**src/rtl/pipe_hazard_pkg.sv**
```systemverilog
// Shared types and constants for the pipeline hazard/forwarding controller.
package pipe_hazard_pkg;

   // Scoreboard rd field is sized for the widest supported register address.
   localparam int unsigned SB_RD_W = 8;

   typedef struct packed {
      logic               valid;
      logic [SB_RD_W-1:0] rd;
      logic               is_load;
   } sb_entry_t;

   // Forward-select encodings (k = stage-k pipeline register).
   localparam int unsigned FWD_NONE  = 0;
   localparam int unsigned FWD_EXMEM = 1;
   localparam int unsigned FWD_MEMWB = 2;

   // MIPS primary opcodes relevant to hazard classification.
   localparam logic [5:0] OP_LW  = 6'h23;
   localparam logic [5:0] OP_SW  = 6'h2b;
   localparam logic [5:0] OP_BEQ = 6'h04;
   localparam logic [5:0] OP_J   = 6'h02;
   localparam logic [5:0] OP_JAL = 6'h03;

   // Stage at which a producer's result becomes forwardable.
   function automatic int unsigned ready_stage(input logic is_load, input int unsigned load_lat);
      return is_load ? (FWD_EXMEM + load_lat) : FWD_EXMEM;
   endfunction

endpackage

```
**src/rtl/pipe_hazard_unit_lookup.sv**
```systemverilog
// Priority search of the scoreboard for one ID source register.
module hazard_src_lookup
   import pipe_hazard_pkg::*;
#(
   parameter int unsigned NUM_STAGES = 2,
   parameter int unsigned REG_W      = 5,
   parameter int unsigned LOAD_LAT   = 1,
   parameter int unsigned SEL_W      = 2
) (
   input  sb_entry_t [NUM_STAGES-1:0] sb,
   input  logic [REG_W-1:0]           src,
   input  logic                       src_used,
   output logic                       hazard,
   output logic [SEL_W-1:0]           sel
);

   logic found;

   // Youngest matching producer decides: forward from its stage or flag a hazard.
   always_comb begin
      hazard = 1'b0;
      sel    = SEL_W'(FWD_NONE);
      found  = 1'b0;
      if (src_used && (src != '0)) begin
         for (int unsigned k = 0; k < NUM_STAGES; k++) begin
            if (!found && sb[k].valid && (sb[k].rd == SB_RD_W'(src))) begin
               found = 1'b1;
               if ((k + 1) < ready_stage(sb[k].is_load, LOAD_LAT)) begin
                  hazard = 1'b1;
               end else begin
                  sel = SEL_W'(k + 1);
               end
            end
         end
      end
   end

endmodule

```
**src/rtl/pipe_hazard_unit.sv**
```systemverilog
// Hazard detection and forwarding control: scoreboard, select registers, counters.
module pipe_hazard_unit
   import pipe_hazard_pkg::*;
#(
   parameter int unsigned NUM_STAGES = 2,
   parameter int unsigned REG_W      = 5,
   parameter int unsigned LOAD_LAT   = 1,
   parameter int unsigned CNT_W      = 16,
   parameter int unsigned SEL_W      = $clog2(NUM_STAGES + 1)
) (
   input  logic             clock,
   input  logic             reset_n,
   input  logic             pipe_hold,
   input  logic             id_valid,
   input  logic [REG_W-1:0] id_rs,
   input  logic [REG_W-1:0] id_rt,
   input  logic             id_rs_used,
   input  logic             id_rt_used,
   input  logic             id_wr_en,
   input  logic [REG_W-1:0] id_rd,
   input  logic             id_is_load,
   input  logic             ex_redirect,
   output logic             stall,
   output logic             bubble_ex,
   output logic             flush,
   output logic [SEL_W-1:0] fwd_sel_a,
   output logic [SEL_W-1:0] fwd_sel_b,
   output logic [CNT_W-1:0] stall_count,
   output logic [CNT_W-1:0] flush_count
);

   sb_entry_t [NUM_STAGES-1:0] sb_q, sb_d;
   logic [SEL_W-1:0]           fwd_sel_a_q, fwd_sel_a_d;
   logic [SEL_W-1:0]           fwd_sel_b_q, fwd_sel_b_d;
   logic [CNT_W-1:0]           stall_count_q, stall_count_d;
   logic [CNT_W-1:0]           flush_count_q, flush_count_d;

   logic             hazard_a, hazard_b;
   logic [SEL_W-1:0] sel_a, sel_b;
   logic             id_enter;

   hazard_src_lookup #(
      .NUM_STAGES (NUM_STAGES),
      .REG_W      (REG_W),
      .LOAD_LAT   (LOAD_LAT),
      .SEL_W      (SEL_W)
   ) u_lookup_rs (
      .sb       (sb_q),
      .src      (id_rs),
      .src_used (id_rs_used),
      .hazard   (hazard_a),
      .sel      (sel_a)
   );

   hazard_src_lookup #(
      .NUM_STAGES (NUM_STAGES),
      .REG_W      (REG_W),
      .LOAD_LAT   (LOAD_LAT),
      .SEL_W      (SEL_W)
   ) u_lookup_rt (
      .sb       (sb_q),
      .src      (id_rt),
      .src_used (id_rt_used),
      .hazard   (hazard_b),
      .sel      (sel_b)
   );

   // Same-cycle pipeline controls; hold masks everything, redirect beats stall.
   always_comb begin
      flush     = ex_redirect & ~pipe_hold;
      stall     = id_valid & (hazard_a | hazard_b) & ~ex_redirect & ~pipe_hold;
      bubble_ex = stall | flush;
      id_enter  = id_valid & id_wr_en & (id_rd != '0) & ~stall & ~flush;
   end

   // Scoreboard shift, select capture and saturating counters on each advance.
   always_comb begin
      sb_d          = sb_q;
      fwd_sel_a_d   = fwd_sel_a_q;
      fwd_sel_b_d   = fwd_sel_b_q;
      stall_count_d = stall_count_q;
      flush_count_d = flush_count_q;
      if (!pipe_hold) begin
         for (int k = 1; k < int'(NUM_STAGES); k++) begin
            sb_d[k] = sb_q[k-1];
         end
         sb_d[0] = '0;
         if (id_enter) begin
            sb_d[0].valid   = 1'b1;
            sb_d[0].rd      = SB_RD_W'(id_rd);
            sb_d[0].is_load = id_is_load;
         end
         fwd_sel_a_d = bubble_ex ? SEL_W'(FWD_NONE) : sel_a;
         fwd_sel_b_d = bubble_ex ? SEL_W'(FWD_NONE) : sel_b;
         if (stall && (stall_count_q != '1)) begin
            stall_count_d = stall_count_q + CNT_W'(1);
         end
         if (flush && (flush_count_q != '1)) begin
            flush_count_d = flush_count_q + CNT_W'(1);
         end
      end
   end

   // State registers.
   always_ff @(posedge clock or negedge reset_n) begin
      if (!reset_n) begin
         sb_q          <= '0;
         fwd_sel_a_q   <= '0;
         fwd_sel_b_q   <= '0;
         stall_count_q <= '0;
         flush_count_q <= '0;
      end else begin
         sb_q          <= sb_d;
         fwd_sel_a_q   <= fwd_sel_a_d;
         fwd_sel_b_q   <= fwd_sel_b_d;
         stall_count_q <= stall_count_d;
         flush_count_q <= flush_count_d;
      end
   end

   assign fwd_sel_a   = fwd_sel_a_q;
   assign fwd_sel_b   = fwd_sel_b_q;
   assign stall_count = stall_count_q;
   assign flush_count = flush_count_q;

endmodule

```
**config.mk**
```make
export PLATFORM = sky130hd
export DESIGN_NAME = pipe_hazard_unit
export DESIGN_NICKNAME = d
export VERILOG_FILES = /design/src/rtl/pipe_hazard_pkg.sv /design/src/rtl/pipe_hazard_unit_lookup.sv /design/src/rtl/pipe_hazard_unit.sv
export SDC_FILE = /design/constraint.sdc
export NUM_CORES = 1
export LEC_CHECK = 0
export ABC_AREA = 1
export CAP_MARGIN = 15
export CORE_MARGIN = 2
export CORE_UTILIZATION = 45
export CTS_BUF_LIST = sky130_fd_sc_hd__clkbuf_16
export CTS_CLUSTER_SIZE = 12
export DETAILED_ROUTE_END_ITERATION = 16
export GPL_TIMING_DRIVEN = 0
export PLACE_DENSITY = 0.81
export SETUP_SLACK_MARGIN = 0.15
export SYNTH_ARGS = -nofsm -noshare
export SYNTH_HDL_FRONTEND = slang
export SYNTH_HIERARCHICAL = 1
export SYNTH_SLANG_ARGS = --single-unit
```
**constraint.sdc**
```tcl
create_clock -name clock -period 2 [get_ports clock]
set_input_delay 0.5 -clock clock [delete_from_list [all_inputs] [get_ports clock]]
set_output_delay 0.5 -clock clock [all_outputs]
set_load 0.03 [all_outputs]
```
Word-level counts from Yosys, hierarchy flattened --
Index checks and enable logic that the tools add are counted.
Storage, ports and cells: output and inout port bits 39, input port bits 24, word-level logic and storage cells 78, flip-flop bits (word level) 56
Cells by class: add/sub/neg operators 2, reductions and logical operators 17, eq/ne operators 6, bitwise logic cells 14, muxes and demuxes 27, magnitude comparators 2
Operators by type and width (number):
- $add 16x1->16 const B | 2
- $eq 8x5->1 | 4
- $lt 1x32->1 const A | 1
- $lt 2x32->1 const A | 1
- $ne 16x16->1 const B | 2
- $mux 2 | 11
- $mux 1 | 15
- $reduce_bool 5->1 | 3
- $logic_and 1x1->1 | 10
- $mux 10 | 1
- $and 1x1->1 | 8
- $not 1->1 | 4
- $reduce_and 2->1 | 2
- $logic_not 1->1 | 2
- $or 1x1->1 | 2

Depth between registers and ports, before layout --
Gate-level depths: netlist of the first run.
depth after elaboration 17, gate-level depth with buffers 15, mapped depth without buffers 14

Hierarchy --
The synthesis of the first run kept the hierarchy.
By module, submodules not included:
- pipe_hazard_unit | area each 2811.4 um^2, instances 1, sequential area each 1251.2 um^2, cells each 380
- hazard_src_lookup | area each 271.5 um^2, instances 2, sequential area each 0.0 um^2, cells each 66

Worst setup path after synthesis of the first run --
Ideal clock, no wire load.
path kind input to output, start point input id_rs[0], end point output bubble_ex, data required time 1.500 ns, setup slack -0.371 ns, cell stages on the path 13, arrival time 1.871 ns, path buffers 1, cells stage by stage inv_1 > nand2_1 > nand2_1 > nor2_1 > nand3_2 > nor2_1 > inv_1 > nand2_1 > nand3_1 > inv_1 > nor2_1 > buf_2 > inv_1
On the way: cells in the longest elaborated chain, start to end 14, elaborated cells on any way between the ends 19, classes of those cells eq/ne (2); mux (6); bitwise (5); reduce/logical (6)
RTL lines:
- start, declared | line pipe_hazard_unit.sv:15 | input logic [REG_W-1:0] id_rs,
- $eq 8x5->1 | line pipe_hazard_unit_lookup.sv:26 | if (!found && sb[k].valid && (sb[k].rd == SB_RD_W'(src))) begin
- $logic_and 1x1->1 | line pipe_hazard_unit_lookup.sv:26
- $mux 1 | line pipe_hazard_unit_lookup.sv:26
- $mux 1 | line pipe_hazard_unit_lookup.sv:24 | if (src_used && (src != '0)) begin
- $logic_not 1->1 | line pipe_hazard_unit_lookup.sv:26
- $logic_and 1x1->1 (2 in series) | line pipe_hazard_unit_lookup.sv:26
- $mux 1 | line pipe_hazard_unit_lookup.sv:26
- $mux 1 (*) | line pipe_hazard_unit_lookup.sv:24
- named net hazard_a | line pipe_hazard_unit.sv:38 | logic hazard_a, hazard_b;
- $or 1x1->1 (*) | line pipe_hazard_unit.sv:71 | stall = id_valid & (hazard_a | hazard_b) & ~ex_redirect & ~pipe_hold;
- $and 1x1->1 (*) (3 in series) | line pipe_hazard_unit.sv:71
- named net stall | line pipe_hazard_unit.sv:23 | output logic stall,
- $or 1x1->1 (*) | line pipe_hazard_unit.sv:72 | bubble_ex = stall | flush;
- end, declared | line pipe_hazard_unit.sv:24 | output logic bubble_ex,
Mark *: on every way through the listed nets, which the timed path passes. The rest lies on a longest branch. The select of a mux whose other input is x is not followed.

Final worst setup path of the first run --
start point register sb_q[4] (netlist name), end point output bubble_ex
On the way: cells in the longest elaborated chain, start to end 14, elaborated cells on any way between the ends 27, classes of those cells eq/ne (2); mux (12); bitwise (5); reduce/logical (8)
RTL lines:
- start, declared | line pipe_hazard_unit.sv:32 | sb_entry_t [NUM_STAGES-1:0] sb_q, sb_d;
- start signal, assigned | line pipe_hazard_unit.sv:107 | sb_q <= '0;
- start signal, assigned | line pipe_hazard_unit.sv:113 | sb_q <= sb_d;
- $eq 8x5->1 (*) | line pipe_hazard_unit_lookup.sv:26
- $logic_and 1x1->1 (*) | line pipe_hazard_unit_lookup.sv:26
- $mux 1 | line pipe_hazard_unit_lookup.sv:26
- $mux 1 | line pipe_hazard_unit_lookup.sv:24
- $logic_not 1->1 | line pipe_hazard_unit_lookup.sv:26
- $logic_and 1x1->1 (2 in series) | line pipe_hazard_unit_lookup.sv:26
- $mux 1 (*) | line pipe_hazard_unit_lookup.sv:26
- $mux 1 (*) | line pipe_hazard_unit_lookup.sv:24
- named net hazard_b | line pipe_hazard_unit.sv:38
- $or 1x1->1 (*) | line pipe_hazard_unit.sv:71
- $and 1x1->1 (*) (3 in series) | line pipe_hazard_unit.sv:71
- $or 1x1->1 (*) | line pipe_hazard_unit.sv:72
Marks and branches as above.

==> key figures, run 1 <==
Outcome
  – Outcome: finished with violations
  – Failing checks: setup timing

Clock network
  – H-tree Lvls: 2
  – Total CTS buffers: 5
  – Clock buffer depth: 2
  – CTS tree: done
  – Later-pin clock latency in the skew report: 0.29 ns
  – Clock sink total: 49
  – Clk slew on worst S/H paths: 0.07 ns
  – Root Buffer: clkbuf_16

Detailed routing
  – Number of iterations in the first detailed-routing pass: 5
  – DR iter-0 viols: 337
  – DR DRC count: 0
  – Final WL: 10.2 mm
  – DR vias/cell: 5.16
  – Via count: 3808
  – Routed Antenna Nets: 0
  – Routed WL per cell: 13.8 um

Floorplanning
  – I/O pins: 63
  – CORE AREA: 7210 um^2
  – Die area: 8080 um^2
  – Die H: 89.9 um
  – DIE WIDTH: 89.9 um
  – Row cnt: 31
  – Initial Util: 46.0%

Worst setup path
  – WP data arrival: 1.88 ns
  – Critical Path Fanout Max: 3
  – CP top delay family: simple AND/OR/NAND/NOR gates
  – Crit path buf inv count: 6
  – Setup crit end kind: output pin
  – Setup CP Type: reg -> out
  – CP required: 1.50 ns
  – CP max stage delay: 0.40 ns
  – Worst-path cell chain: inv_2, nand2_1, o21ai_1, nor2_1, nand3_2, nor2_2, inv_1, nand2_1, nand3_2, inv_4, nor2_4, buf_8, clkinv_8, buf_8
  – Worst Setup Start Kind: flop
  – CP max stage cell: dfrtp_1

Layout
  – Post-layout nets: 664
  – Most common cell after layout, fill and taps aside: nand2_1
  – # diodes: 0
  – Area growth syn-to-layout: 44.3%
  – Most frequent cells in the layout: nand2_1, inv_1, nor2_1
  – Proportion of layout cells with a drive suffix above 1: 22.4%
  – Finished Layout Cells: 738

Placed design
  – Final Wtd Congestion: 0.842
  – Port Buf Inserts: 62
  – Cells after DPL: 681
  – Final HPWL DP: 6.45 mm

Timing
  – Final period util: 119%
  – # setup viols final: 20
  – Max Fclk: 420 MHz
  – Max-slew violations: 0
  – Clock Skew: 0.00602 ns
  – Post-layout worst setup margin: -0.382 ns
  – Setup tns final: -2.46 ns
  – Minimum clock period: 2.38 ns
  – Unrepaired setup endpoints after global routing: yes
  – Final Hold Fails: 0

Power and ir drop
  – Power density over the cells: 597 nW/um^2
  – Leak pwr: 0.00254 uW
  – Total chip power: 2860 uW
  – Peak supply drop: 0.000557 V

Global route
  – Total GRT Usage: 25.7%
  – Busiest layer in global routing: met2
  – Initial antenna violation count: 0
  – Vias in the first global route: 3732
  – Global-route wire length before repair: 17.1 mm
  – Met3 Use GR: 3.94%
  – Grt ovf: 0
  – Largest net degree at the start of global routing: 32
  – M2 GR Usage: 45.1%
  – M1 GR Usage: 31.4%

Hold path
  – Min-Delay Path Class: in -> async

Flow run
  – Max-Cap Viols: 0

Logic synthesis
  – Synth Warn #: 6
  – Post-Syn Instances: 508
  – Syn avg cell area: 6.53 um^2
  – Synthesized cell area: 3320 um^2
[through the flow]
step                utilization (%)  hold slack (ns)  cell area (um^2)  setup slack [ns]
finish                         66.4            0.151              4790            -0.382
global route                   66.4            0.179              4790            -0.499
CTS                            64.7            0.166              4660            -0.300
detailed placement             57.9            0.475              4180             -1.47
global placement               57.7            0.469              4160             -1.45
floorplan                         -            0.204              3420           -0.0440
[final timing paths]
path                                     startpoint                         end  slack [ns]  cells past startpoint
max                             sb_q[4]$_DFFE_PN0N_                   bubble_ex       -0.38                     14
min                                         reset_n    fwd_sel_a[1]$_DFFE_PN0N_        0.15                      1
max reg2reg                     sb_q[3]$_DFFE_PN0N_    fwd_sel_a[1]$_DFFE_PN0N_       -0.28                     17
min reg2reg                fwd_sel_b[0]$_DFFE_PN0N_    fwd_sel_b[0]$_DFFE_PN0N_        0.49                      2
max in group asynchronous                   reset_n  flush_count[8]$_DFFE_PN0P_        1.31                      2
min in group clock         fwd_sel_b[0]$_DFFE_PN0N_    fwd_sel_b[0]$_DFFE_PN0N_        0.49                      2
[per-layer routing]
metal | up-vias | part of all wire (%)
li1 | 1817 | -
met1 | 1775 | 39
met2 | 180 | 50
met3 | 36 | 6.9
met4 | 0 | 3.3
met5 | - | 0
[worst reg2reg max path: cells and delay by family, from the launching register on]
kind            cells  cell delay (ns)
flops               1             0.45
buf+inv            10             1.17
compound gates      1             0.07
simple gates        6             0.48
[layout make-up]
cell class,count,area [um^2]
clock buffers,5,125
plain buffers,11,101
inverters,70,303
multi-input cells,389,1920
fillers,621,2420
flip-flops and latches,49,1230
repair buffers,112,967
clock inverters,3,17.5
well taps,99,124
[what timing repair did]
action / CTS / global route
gates resized for setup: 133 / 29
setup buffers: 41 / 5
endpoints found under the setup margin: 62 / 29
cloned: 3 / 0
hold buffers: 0 / 0
pin swaps: 24 / 15
[state kept, by name (all words and copies together) (netlist names)]
signal and count:
fwd_sel_b 2, fwd_sel_a 2, flush_count 16, stall_count 16, sb_q 13
[power breakdown]
| part | total, uW | internal, uW | switching (uW) |
|---|---|---|---|
| Combinational | 808 | 308 | 500 |
| Sequential | 1210 | 1080 | 131 |
| Clock | 842 | 460 | 382 |
| Total | 2860 | 1850 | 1010 |
Power figures use the tool's default switching activity.
==> run 2, diff against run 1 <==
- CORE_UTILIZATION: 45 -> 23
- PLACE_DENSITY: 0.81 -> 0.51
==> key figures, run 2 (synthesis gave the netlist of run 1 again) <==
Outcome
  – Outcome: finished with violations
  – Failing checks: setup timing

Timing
  – Worst slew pin tran: 0.578 ns
  – Final period util: 119% (-0.36 points)
  – Unrepaired setup endpoints after global routing: yes
  – Max-slew violations: 0 (unchanged)
  – Minimum clock period: 2.37 ns (-0.00711 ns)
  – Slew HR: 61.5%
  – Max Fclk: 421 MHz (+0.30%)
  – # setup viols final: 9 (-55%)
  – Post-layout worst setup margin: -0.375 ns (+0.00711 ns)
  – Final Hold Fails: 0 (unchanged)
  – Clock Skew: 0.00784 ns (+0.00182 ns)

Power and ir drop
  – Register share of total power: 39.2% (-3.1 points)
  – Clock power frac: 36.1% (+6.7 points)
  – Gate power share: 24.8% (-3.4 points)
  – Leak pwr: 0.00250 uW (-1.7%)
  – Power density over the cells: 641 nW/um^2 (+7.3%)
  – Peak supply drop: 0.000436 V (-22%)
  – Psw: 1000 uW (-0.81%)
  – Total chip power: 3080 uW (+7.7%)
  – Int Pwr: 2080 uW (+12%)
  – Sw Share: 32.6% (-2.8 points)

Worst setup path
  – CP max stage delay: 0.26 ns (-0.14 ns)
  – Setup CP Type: in -> out
  – CP required: 1.50 ns (about the same)
  – Critical Path Fanout Max: 4 (+1)
  – Reg-to-reg setup timing slack: -0.22 ns (+0.06 ns)
  – CP top delay family: buffers and inverters
  – Worst Setup Start Kind: input pin
  – Setup crit end kind: output pin
  – Crit path buf inv count: 8 (+2)
  – WP data arrival: 1.87 ns (about the same)
  – Worst-path cell chain: dlygate4sd2_1, inv_2, nand3_1, nand2_1, inv_1, nand2_1, nor2_1, inv_1, nand2_2, nand3_4, inv_4, nor2_4, buf_8, clkinv_8, buf_8
  – CP max stage cell: dlygate4sd2_1

Detailed routing
  – Routed Antenna Nets: 0 (unchanged)
  – Routed WL per cell: 12.6 um (-8.4%)
  – DR DRC count: 0 (unchanged)
  – Final WL: 10.1 mm (-1.2%)
  – DR iter-0 viols: 126 (-63%)
  – Number of iterations in the first detailed-routing pass: 5 (unchanged)
  – Via count: 3430 (-9.9%)
  – DR vias/cell: 4.31 (-16%)

Floorplanning
  – Initial Util: 23.7% (-22 points)
  – CORE AREA: 14000 um^2 (+94%)
  – Die area: 15400 um^2 (+91%)
  – Die H: 124 um (+38%)
  – DIE WIDTH: 124 um (+38%)
  – I/O pins: 63 (unchanged)
  – Row cnt: 43 (+39%)

Layout
  – Area growth syn-to-layout: 44.9%
  – # diodes: 0 (unchanged)
  – Finished Layout Cells: 796 (+7.9%)
  – Post-layout nets: 641 (-3.5%)
  – Most frequent cells in the layout: nand2_1, inv_1, nor2_1
  – Final Cell Area: 4810 um^2 (+0.37%)
  – Post-Route Utilization: 34.4% (-32 points)
  – Most common cell after layout, fill and taps aside: nand2_1
  – Proportion of layout cells with a drive suffix above 1: 17.7% (-4.7 points)

Clock network
  – Clock sink total: 49 (unchanged)
  – Hold Buf Count CTS: 0 (unchanged)
  – Root Buffer: clkbuf_16
  – H-tree Lvls: 2 (unchanged)
  – Later-pin clock latency in the skew report: 0.30 ns (about the same)
  – Clk slew on worst S/H paths: 0.07 ns (about the same)
  – Total CTS buffers: 5 (unchanged)
  – CTS tree: done
  – Clock buffer depth: 2 (unchanged)

Global route
  – Largest net degree at the start of global routing: 28 (-13%)
  – Vias in the first global route: 3268 (-12%)
  – Initial antenna violation count: 0 (unchanged)
  – Global-route wire length before repair: 15.9 mm (-6.8%)
  – Grt ovf: 0 (unchanged)
  – Total GRT Usage: 13.4% (-12 points)

Flow run
  – Max-Cap Viols: 0 (unchanged)

Placed design
  – Post-DP Area: 4280 um^2 (+2.4%)
  – Port Buf Inserts: 62 (unchanged)
  – Cells after DPL: 762 (+12%)
  – Final HPWL DP: 7.15 mm (+11%)
  – Placement Setup Slack: -1.53 ns (-0.0561 ns)
  – Final Wtd Congestion: 0.847 (+0.53%)

Hold path
  – Min-Delay Path Class: in -> async
==> run 2: changes by cell type in the layout (fill, tap and decap cells not counted), sizes merged <==
cell	change
buf	-31
bufinv	+2
clkbuf	+2
clkdlybuf4s15	+5
clkdlybuf4s50	+2
clkinv	-2
dlygate4sd2	-3
dlymetal6s2s	+2
==> run 2: routing by layer <==
layer  vias to the layer above  share of wire, %  track usage (%)  routed length, um
li1                       1776                 -                -                  -
met1                      1578                47             17.8               4770
met2                        67                47             22.1               4710
met3                         9               4.4             3.11                444
met4                         0               1.2             3.37                121
met5                         -                 0                0                  0
==> run 2: path summary, 6_finish.rpt <==
| check | from | end | cells after the start |
|---|---|---|---|
| max | id_rt[0] | bubble_ex | 15 |
| min | reset_n | flush_count[2]$_DFFE_PN0P_ | 1 |
| max reg2reg | sb_q[3]$_DFFE_PN0N_ | fwd_sel_b[1]$_DFFE_PN0N_ | 18 |
| min reg2reg | fwd_sel_b[1]$_DFFE_PN0N_ | fwd_sel_b[1]$_DFFE_PN0N_ | 2 |
| max in group asynchronous | reset_n | sb_q[2]$_DFFE_PN0N_ | 2 |
| min in group clock | fwd_sel_b[1]$_DFFE_PN0N_ | fwd_sel_b[1]$_DFFE_PN0N_ | 2 |
==> run 2: final cells by class <==
| class | instances | area (um^2) |
|---|---|---|
| flip-flops and latches | 49 | 1230 |
| repair buffers | 89 | 873 |
| plain buffers | 11 | 108 |
| multi-input cells | 389 | 1880 |
| well taps | 180 | 225 |
| fillers | 1523 | 9180 |
| clock inverters | 3 | 65.1 |
| clock buffers | 5 | 125 |
| inverters | 70 | 303 |
==> run 2: what timing repair did <==
action / CTS / global route
buffers inserted: 18 / 4
setup endpoints to repair: 67 / 34
cloned: 3 / 1
pin swaps: 10 / 17
gates resized for setup: 102 / 42
endpoints found under the hold margin: 0 / 0
==> run 2: power groups by stage <==
| stage | clock (uW) | combinational (uW) | sequential (uW) |
|---|---|---|---|
| floorplan | 0 | 348 | 1350 |
| global placement | 0 | 787 | 1230 |
| detailed placement | 0 | 799 | 1230 |
| CTS | 1150 | 754 | 1210 |
| global route | 1190 | 845 | 1230 |
| finish | 1110 | 763 | 1210 |
==> run 2: stage by stage <==
step | TNS, ns | hold WS (ns)
2_1_floorplan | -0.0440 | 0.204
3_3_place_gp | -84.53 | 0.467
3_5_place_dp | -23.60 | 0.471
4_1_cts | -1.52 | 0.195
5_1_grt | -4.22 | 0.220
6_report | -1.16 | 0.187
==> run 3, diff against run 2 <==
- PLACE_DENSITY: 0.51 -> 0.52
- SYNTH_HIERARCHICAL: 1 -> not set
==> key figures, run 3 <==
Layout
  – Finished Layout Cells: 634 (-20%)
  – Most common cell after layout, fill and taps aside: nand2_1
  – Fillers: 1408 (-7.6%)
  – # diodes: 0 (unchanged)
  – Post-layout nets: 487 (-24%)
  – Area growth syn-to-layout: 34.8%
  – Most frequent cells in the layout: nand2_1, dfrtp_1, inv_1
  – Proportion of layout cells with a drive suffix above 1: 18.0% (+0.27 points)
  – Post-Route Utilization: 31.9% (-2.4 points)

Clock network
  – Root Buffer: clkbuf_16
  – Later-pin clock latency in the skew report: 0.29 ns (about the same)
  – Clk slew on worst S/H paths: 0.07 ns (about the same)
  – Hold Buf Count CTS: 0 (unchanged)
  – Total CTS buffers: 5 (unchanged)
  – CTS tree: done
  – H-tree Lvls: 2 (unchanged)
  – Clock buffer depth: 2 (unchanged)
  – Clock sink total: 49 (unchanged)

Logic synthesis
  – Syn avg cell area: 7.80 um^2 (+19%)
  – Synth Warn #: 0 (-6)
  – Synth area leader: dfrtp_1
  – Post-Syn Instances: 385 (-24%)
  – Synth top area cells: dfrtp_1, nand2_1, inv_1
  – Synth top area share: 40.8%
  – Seq cells post-synth: 49
  – Post-synth top cells: nand2_1, inv_1, dfrtp_1
  – Register area share after synthesis: 40.8%
  – Number of synthesized flops with an enable pin: 0
  – Synthesized Nets: 411
  – Most used DFF post-synth: dfrtp_1
  – Most common cell in the netlist: nand2_1
  – Synthesized cell area: 3000 um^2 (-9.5%)
  – Synth cell types: 30
  – Async set-reset flop share out of synthesis: 100%

Flow run
  – Max-Cap Viols: 0 (unchanged)

Detailed routing
  – Number of iterations in the first detailed-routing pass: 4 (-1)
  – DR DRC count: 0 (unchanged)
  – Routed WL per cell: 12.4 um (-1.7%)
  – Via count: 2667 (-22%)
  – Final WL: 7.87 mm (-22%)
  – DR iter-0 viols: 114 (-9.5%)
  – DR vias/cell: 4.21 (-2.4%)
  – Routed Antenna Nets: 0 (unchanged)

Global route
  – Global-route wire length before repair: 13.7 mm (-14%)
  – Total GRT Usage: 11.8% (-1.7 points)
  – Vias in the first global route: 2718 (-17%)
  – Initial antenna violation count: 0 (unchanged)
  – Largest net degree at the start of global routing: 34 (+21%)
  – Grt ovf: 0 (unchanged)

Placed design
  – Final Wtd Congestion: 0.851 (+0.56%)
  – Placement Setup Slack: -1.13 ns (+0.401 ns)
  – Cells after DPL: 619 (-19%)
  – Final HPWL DP: 6.02 mm (-16%)
  – Port Buf Inserts: 61 (-1.6%)

Timing
  – Minimum clock period: 2.19 ns (-0.186 ns)
  – Unrepaired setup endpoints after global routing: yes
  – # setup viols final: 2 (-7)
  – Clock Skew: 0.00735 ns (-0.000488 ns)
  – Setup tns final: -0.344 ns (+0.820 ns)
  – Worst slew pin tran: 0.418 ns (-0.160 ns)
  – Max-slew violations: 0 (unchanged)
  – Final Hold Fails: 0 (unchanged)
  – Slew HR: 72.1% (+11 points)
  – Post-layout worst setup margin: -0.189 ns (+0.186 ns)
  – Max Fclk: 457 MHz (+8.5%)
  – Final period util: 109% (-9.3 points)

Worst setup path
  – WP data arrival: 1.69 ns (-0.18 ns)
  – CP required: 1.50 ns (about the same)
  – Critical Path Fanout Max: 2 (-2)
  – Setup CP Type: in -> out
  – Worst Setup Start Kind: input pin
  – Setup crit end kind: output pin

Power and ir drop
  – Power density over the cells: 649 nW/um^2 (+1.3%)
  – Total chip power: 2630 uW (-15%)
  – Peak supply drop: 0.000320 V (-26%)
  – Leak pwr: 0.00199 uW (-20%)

Floorplanning
  – Initial Util: 23.7% (about the same)
  – Die area: 14000 um^2 (-9.2%)
  – CORE AREA: 12700 um^2 (-9.4%)
  – I/O pins: 63 (unchanged)
  – DIE WIDTH: 118 um (-4.7%)
  – Row cnt: 41 (-4.7%)
  – Die H: 118 um (-4.7%)

Outcome
  – Outcome: finished with violations
  – Failing checks: setup timing

Hold path
  – Min-Delay Path Class: in -> async
-- run 3: routing by layer --
layer  share of wire, %  vias to the layer above  global-route usage [%]
met3                4.7                        4                    2.46
met5                  0                        -                       0
li1                   -                     1362                       -
met4               0.51                        0                    2.03
met1                 50                     1239                    16.5
met2                 45                       62                    18.9
-- run 3: what timing repair did --
item | CTS | global route
pin swaps | 11 | 4
endpoints found under the setup margin | 59 | 4
resized for setup | 84 | 10
setup buffers | 6 | 1
-- run 3: logic make-up (layout without fill, tap and decap cells) --
group / count (synthesis) / in the layout / share of synthesized area [%]
and+or+nand+nor: 208 / 208 / 32.6
buffers and inverters: 62 / 139 / 8.83
DFF: 49 / 49 / 40.8
xor gates and xnor gates: 35 / 35 / 10.2
AOI/OAI and AO/OA: 29 / 29 / 6.71
adders and majority gates: 2 / 2 / 0.833
-- run 3: worst paths after layout --
kind | from | endpoint | slack [ns] | cells past startpoint
worst max-delay path | id_rt_used | stall | -0.19 | 9
worst min-delay path | reset_n | flush_count[5]$_DFFE_PN0P_ | 0.14 | 1
worst max register to register | stall_count[0]$_DFFE_PN0P_ | stall_count[7]$_DFFE_PN0P_ | 0.34 | 8
worst min register to register | fwd_sel_b[0]$_DFFE_PN0N_ | fwd_sel_b[0]$_DFFE_PN0N_ | 0.48 | 2
max in group asynchronous | reset_n | sb_q[5]$_DFFE_PN0N_ | 1.32 | 2
min in group clock | fwd_sel_b[0]$_DFFE_PN0N_ | fwd_sel_b[0]$_DFFE_PN0N_ | 0.48 | 2
-- run 3: through the flow --
step	area [um^2]	hold WS [ns]
6_report	4050	0.144
5_1_grt	4050	0.168
3_3_place_gp	3840	0.474
3_5_place_dp	3850	0.467
4_1_cts	4050	0.158
2_1_floorplan	3010	0.204
-- run 3: layout make-up --
type                       count  area (um^2)  share of cell area, %
timing repair buffer          69          636                   15.7
multi-input combinational    274         1530                   37.9
clock inverter                 3         37.5                  0.927
tap                          172          215                   5.32
sequential                    49         1230                   30.3
clock buffer                   5          125                   3.09
buffer                         7         57.6                   1.42
inverter                      55          216                   5.35
-- run 3: critical path, cell delays in order --
cell	delay, ns
clkdlybuf4s50_1	0.47
nand2_1	0.06
inv_1	0.10
nand3_2	0.13
nand2_4	0.10
nand2_4	0.05
buf_6	0.12
clkinv_4	0.05
buf_6	0.12
-- run 3: power by group --
group	switching (uW)	leakage [uW]	total (uW)	internal [uW]
sequential	92.6	0.000650	1160	1070
combinational	324	0.00125	520	196
clock	368	0.0000826	950	582
total	785	0.00199	2630	1840
